<file path="config.mk">
export PLATFORM = sky130hd
export DESIGN_NAME = clk_div_prog
export DESIGN_NICKNAME = d
export VERILOG_FILES = /design/src/rtl/clk_div_pkg.sv /design/src/rtl/clk_div_duty_fix.sv /design/src/rtl/clk_div_prog.sv
export SDC_FILE = /design/constraint.sdc
export NUM_CORES = 1
export LEC_CHECK = 0
export BUFFER_PORTS_ARGS = -buffer_cell sky130_fd_sc_hd__buf_2
export CORE_MARGIN = 1.5
export CORE_UTILIZATION = 58
export DETAILED_ROUTE_END_ITERATION = 8
export PLACE_DENSITY = 0.84
export SETUP_SLACK_MARGIN = 0.3
export SLEW_MARGIN = 20
export SYNTH_ARGS = -nofsm -noshare
export SYNTH_HDL_FRONTEND = slang
export SYNTH_SLANG_ARGS = --single-unit
export TNS_END_PERCENT = 30
</file>
<file path="constraint.sdc">
create_clock -name clk -period 4.2 [get_ports clk]
set_input_delay 0 -clock clk [delete_from_list [all_inputs] [get_ports clk]]
set_output_delay 0 -clock clk [all_outputs]
set_load 0.02 [all_outputs]
</file>
<file path="src/rtl/clk_div_pkg.sv">
// Shared constants and helpers for the programmable clock divider.
package clk_div_pkg;

  localparam int unsigned DEFAULT_WIDTH = 8;
  localparam int unsigned MIN_RATIO     = 2;

  localparam logic [1:0] ST_IDLE = 2'd0;
  localparam logic [1:0] ST_ARM  = 2'd1;
  localparam logic [1:0] ST_RUN  = 2'd2;

  // Number of clk cycles the pre-correction output is high for ratio n.
  function automatic int unsigned high_cycles(input int unsigned n);
    return (n % 2 == 1) ? (n + 1) / 2 : n / 2;
  endfunction

endpackage

</file>
<file path="src/rtl/clk_div_duty_fix.sv">
// Half-cycle duty correction for odd ratios: AND of the divided clock with
// a falling-edge delayed copy of itself; bypassed for even ratios.
module clk_div_duty_fix (
  input  logic clk,
  input  logic rst,
  input  logic pre_i,
  input  logic odd_i,
  output logic clk_o
);

  logic neg_q;

  always_ff @(negedge clk or negedge rst) begin
    if (!rst) neg_q <= 1'b0;
    else      neg_q <= pre_i;
  end

  assign clk_o = odd_i ? (pre_i & neg_q) : pre_i;

endmodule

</file>
<file path="src/rtl/clk_div_prog.sv">
// Programmable clock divider with glitch-free ratio changes at period
// boundaries, a period-start strobe, and optional 50% duty on odd ratios.
module clk_div_prog
  import clk_div_pkg::*;
#(
  parameter int unsigned WIDTH  = DEFAULT_WIDTH,
  parameter bit          DUTY50 = 1'b1
) (
  input  logic             clk,
  input  logic             rst,
  input  logic             en,
  input  logic [WIDTH-1:0] div_ratio,
  output logic             clk_out,
  output logic             tick,
  output logic [WIDTH-1:0] cur_ratio,
  output logic [1:0]       state_o
);

  localparam logic [WIDTH-1:0] ONE = WIDTH'(1);

  logic [1:0]       state_q, state_d;
  logic [WIDTH-1:0] cnt_q, cnt_d;
  logic [WIDTH-1:0] cur_q, cur_d;
  logic             pre_q, pre_d;
  logic             tick_q, tick_d;

  // IDLE: disabled. ARM: ratio latched, period starts on the next edge
  // (a latched ratio of 0 keeps re-sampling div_ratio). RUN: counting.
  always_comb begin
    state_d = state_q;
    cnt_d   = cnt_q;
    cur_d   = cur_q;
    pre_d   = 1'b0;
    tick_d  = 1'b0;
    if (!en) begin
      state_d = ST_IDLE;
      cnt_d   = '0;
    end else begin
      case (state_q)
        ST_IDLE: begin
          cur_d   = div_ratio;
          cnt_d   = '0;
          state_d = ST_ARM;
        end
        ST_ARM: begin
          cnt_d = '0;
          if (cur_q == '0) cur_d = div_ratio;
          else             state_d = ST_RUN;
        end
        ST_RUN: begin
          if (cnt_q == cur_q - ONE) begin
            cur_d = div_ratio;
            cnt_d = '0;
            if (div_ratio == '0) state_d = ST_ARM;
          end else begin
            cnt_d = cnt_q + ONE;
          end
        end
        default: begin
          state_d = ST_IDLE;
          cnt_d   = '0;
        end
      endcase
    end
    // Outputs are registered from next-state values so they align with cnt.
    if (state_d == ST_RUN) begin
      tick_d = (cnt_d == '0);
      pre_d  = (32'(cur_d) >= MIN_RATIO) && (32'(cnt_d) < high_cycles(32'(cur_d)));
    end
  end

  always_ff @(posedge clk or negedge rst) begin
    if (!rst) begin
      state_q <= ST_IDLE;
      cnt_q   <= '0;
      cur_q   <= '0;
      pre_q   <= 1'b0;
      tick_q  <= 1'b0;
    end else begin
      state_q <= state_d;
      cnt_q   <= cnt_d;
      cur_q   <= cur_d;
      pre_q   <= pre_d;
      tick_q  <= tick_d;
    end
  end

  generate
    if (DUTY50) begin : g_duty
      clk_div_duty_fix u_duty_fix (
        .clk   (clk),
        .rst   (rst),
        .pre_i (pre_q),
        .odd_i (cur_q[0]),
        .clk_o (clk_out)
      );
    end else begin : g_plain
      assign clk_out = pre_q;
    end
  endgenerate

  assign tick      = tick_q;
  assign cur_ratio = cur_q;
  assign state_o   = state_q;

endmodule

</file>
==> load_flow_metrics.sql <==
INSERT INTO impl_metrics (metric_group, metric, value, unit) VALUES
('logic_synthesis', 'synth_seq_cells', '21', ''),
('layout', 'drive_above_1_share', '31.09', '%'),
('routing', 'drt_antenna_net_count', '0', ''),
('worst_hold_path', 'hold_depth', '4', ''),
('setup_path', 'worst-endpoint-arrival', '3.99', 'ns'),
('layout', 'synthToLayoutAreaGrowth', '17.62', '%'),
('clock_network', 'number_of_clock_buffers_inserted_by_tritoncts', '3', ''),
('logic_synthesis', 'sequential_element_share_of_the_synthesized_area', '29.60', '%'),
('clock_network', 'clk_pin_slew_worst_paths', '0.12', 'ns'),
('timing', 'fin_crit_sh', '90.68', '%'),
('clock_network', 'cts.htree.levels', '1', ''),
('floorplanning', 'initial_utilization', '62.76', '%'),
('layout', 'most-common-layout-cells', '22 x sky130_fd_sc_hd__buf_2, 19 x sky130_fd_sc_hd__nor2_1, 18 x sky130_fd_sc_hd__buf_4, 16 x sky130_fd_sc_hd__nand2_1, 15 x sky130_fd_sc_hd__dfrtp_1', ''),
('power', 'power.switching', '403.1', 'uW'),
('logic_synthesis', 'synth_flop_cell', 'sky130_fd_sc_hd__dfrtp_1', ''),
('power', 'power.ir.vdd_worst', '231.4', 'uV'),
('logic_synthesis', 'synthArstFlopShare', '100.0', '%'),
('setup_path', 'worstRegToRegCells', '16', ''),
('power', 'power_leakage', '0.9488', 'nW'),
('grt', 'grt_pass1_vias', '1456', ''),
('setup_path', 'worst-setup-path-type', 'flip-flop to flip-flop', ''),
('logic_synthesis', 'yosys-top-cells-area', 'sky130_fd_sc_hd__dfrtp_1 28%, sky130_fd_sc_hd__ha_1 8.5%, sky130_fd_sc_hd__xnor2_1 5.4%, sky130_fd_sc_hd__xor2_1 4.9%, sky130_fd_sc_hd__nor2_1 4.2%', ''),
('logic_synthesis', 'synthesis.nets', '227', ''),
('clock_network', 'cts.sinks', '21', ''),
('placement', 'io_buffers', '22', ''),
('routing', 'vias_per_cell', '6.186', ''),
('floorplanning', 'core', '2829', 'sq um'),
('timing', 'grt_setup_unrepaired', 'false', ''),
('status', 'status', 'complete, no violations', ''),
('placement', 'place.gp.congestion', '0.9549', ''),
('grt', 'grtUsageTotal', '26.42', '%'),
('timing', 'number_of_pins_with_negative_max_slew_slack_in_the_final_report', '0', ''),
('worst_hold_path', 'worst_hold_path_type', 'primary input to flip-flop', ''),
('timing', 'timing.final.ws_setup', '0.3916', 'ns'),
('timing', 'fin_tns_setup', '0', 'ns'),
('logic_synthesis', 'post_syn_area', '1775', 'sq um'),
('layout', 'finish.cell_count_without_fillers', '269', ''),
('routing', 'detailroute.via_count', '1664', ''),
('placement', 'placed_area', '1886', 'sq um'),
('floorplanning', 'io-pin-count', '23', ''),
('timing', 'tightest_slew', '0.7952', 'ns'),
('run', 'max_cap_viol_count', '0', ''),
('floorplanning', 'area_enclosed_by_the_die_boundary', '3402', 'sq um'),
('layout', 'antenna_diode_count', '0', ''),
('setup_path', 'startpoint_type', 'flip-flop', ''),
('layout', 'design.final.nets', '262', ''),
('power', 'cell_internal_power', '488.0', 'uW'),
('layout', 'leading_cell_type_in_the_layout_fill_and_taps_excluded', 'sky130_fd_sc_hd__buf_2', ''),
('routing', 'drt_iter0_markers', '227', ''),
('power', 'cellPowerDensity', '426.7', 'nW/um^2'),
('grt', 'grt_max_degree', '22', ''),
('timing', 'fmax', '262.6', 'MHz'),
('power', 'proportion_of_power_drawn_by_combinational_gates', '55.7', '%'),
('logic_synthesis', 'ys_types', '54', ''),
('placement', 'place.detailed.instances', '249', ''),
('layout', 'finish.instance_area', '2088', 'sq um'),
('grt', 'global_route_wire_length_before_repair', '6.789', 'mm'),
('clock_network', 'tritoncts', 'yes', ''),
('power', 'seq_power_share', '32.5', '%'),
('timing', 'maxSlewHeadroom', '46.51', '%'),
('routing', 'first_pass_iters', '6', ''),
('timing', 'final_report_setup_violation_count', '0', ''),
('clock_network', 'clock_tree.buffer_depth', '2', ''),
('timing', 'timing_hold_violations_final', '0', ''),
('setup_path', 'path_max_fanout', '7', ''),
('setup_path', 'critPathRequiredTime', '4.38', 'ns'),
('power', 'netSwitchingFraction', '45.23', '%'),
('logic_synthesis', 'synth_edf_count', '0', ''),
('placement', 'detailedPlace.worstSlack', '0.2247', 'ns'),
('clock_network', 'clock_insertion_delay_worst_skew', '0.31', 'ns'),
('setup_path', 'end_kind', 'flip-flop', '');
==> synthesized netlist by cell type (2+ instances only) <==
cell type	instances
sky130_fd_sc_hd__nand4b_1	3
sky130_fd_sc_hd__nor2b_1	5
sky130_fd_sc_hd__xnor2_1	11
sky130_fd_sc_hd__ha_1	12
sky130_fd_sc_hd__o21ai_0	6
sky130_fd_sc_hd__nor4_2	2
sky130_fd_sc_hd__nand3_1	11
sky130_fd_sc_hd__xor2_1	10
sky130_fd_sc_hd__nand4_1	3
sky130_fd_sc_hd__o31ai_1	2
sky130_fd_sc_hd__a31oi_1	2
sky130_fd_sc_hd__and3_1	4
sky130_fd_sc_hd__inv_1	14
sky130_fd_sc_hd__a21oi_1	7
sky130_fd_sc_hd__clkbuf_1	4
sky130_fd_sc_hd__o22ai_1	2
sky130_fd_sc_hd__buf_2	3
sky130_fd_sc_hd__nand2_1	16
sky130_fd_sc_hd__nor3_1	3
sky130_fd_sc_hd__and2_1	2
sky130_fd_sc_hd__nand3_2	3
sky130_fd_sc_hd__buf_6	2
sky130_fd_sc_hd__dfrtp_1	20
sky130_fd_sc_hd__nor2_1	20
sky130_fd_sc_hd__nor3_2	3
sky130_fd_sc_hd__nor4_1	4
sky130_fd_sc_hd__mux2i_1	3
==> power groups by stage <==
stage / Sequential, mW / Clock, mW / Combinational (mW)
finish: 0.290 / 0.104 / 0.497
global route: 0.293 / 0.112 / 0.536
CTS: 0.290 / 0.104 / 0.412
detailed placement: 0.293 / 0 / 0.393
global placement: 0.291 / 0 / 0.389
floorplan: 0.295 / 0 / 0.292
==> worst max-delay path: stages (launching register included) <==
cell and delay, ns:
sky130_fd_sc_hd__dfrtp_2 0.40, sky130_fd_sc_hd__inv_1 0.06, sky130_fd_sc_hd__ha_2 0.21, sky130_fd_sc_hd__nor2b_1 0.13, sky130_fd_sc_hd__or3_1 0.36, sky130_fd_sc_hd__a31oi_1 0.22, sky130_fd_sc_hd__o211ai_2 0.25, sky130_fd_sc_hd__a21oi_4 0.23
sky130_fd_sc_hd__buf_4 0.14, sky130_fd_sc_hd__mux2_2 0.34, sky130_fd_sc_hd__nor2_1 0.19, sky130_fd_sc_hd__nand3_1 0.14, sky130_fd_sc_hd__xor2_1 0.16, sky130_fd_sc_hd__ha_1 0.30, sky130_fd_sc_hd__nand4_1 0.12, sky130_fd_sc_hd__o311ai_0 0.33
sky130_fd_sc_hd__nor3_1 0.09
==> routing by layer <==
metal | routed length, microns | global-route usage, %
met1 | 1909 | 35.09
met2 | 2304 | 44.46
met3 | 280 | 2.637
met4 | 156 | 10.30
met5 | 0 | 0
==> metrics by stage <==
step | hold WS, ns | util, %
2_1_floorplan | -0.2956 | -
3_3_place_gp | -0.01534 | 66.65
3_5_place_dp | -0.009406 | 66.65
4_1_cts | 0.006145 | 69.00
5_1_grt | 0.05047 | 73.82
6_report | 0.01513 | 73.82
==> final timing paths <==
| check | from | to |
|---|---|---|
| worst max-delay path | cur_ratio[1] | pre_q |
| worst min-delay path | div_ratio[7] | state_o[0] |
| worst max register to register | cur_ratio[1] | pre_q |
| worst min register to register | cnt_q[0] | cnt_q[0] |
| max in group asynchronous | rst | g_duty.u_duty_fix.neg_q |
| min in group asynchronous | rst | cnt_q[1] |
==> cell families (layout without fill, tap and decap cells) <==
family | count (synthesis) | count (layout) | synth area share [%]
simple gates | 85 | 85 | 27.70
compound gates | 34 | 34 | 13.88
buf+inv | 26 | 60 | 6.835
xor+xnor | 21 | 21 | 10.36
flops | 21 | 21 | 29.60
fa+ha+maj | 12 | 12 | 8.456
mux | 5 | 5 | 3.171
==> state kept, by name, indices dropped and copies added, names as in the netlist <==
name / cells
cnt_q: 8
cur_ratio: 8
g_duty.u_duty_fix.neg_q: 1
pre_q: 1
state_o: 2
tick: 1
==> final cells by class <==
| cell class | instances | area, sq um |
|---|---|---|
| flip-flops and latches | 21 | 531.8 |
| well taps | 31 | 38.79 |
| repair buffers | 42 | 260.3 |
| clock buffers | 4 | 26.28 |
| fillers | 189 | 740.7 |
| inverters | 14 | 52.55 |
| multi-input cells | 157 | 1179 |
==> repair_timing <==
action | CTS | global route
pin swaps | 2 | 8
setup endpoints to repair | 1 | 1
hold buffers | 1 | 0
resized for setup | 1 | 17
hold endpoints to repair | 20 | 0
setup buffers | 3 | 12
(Power assumes the default switching activity.)
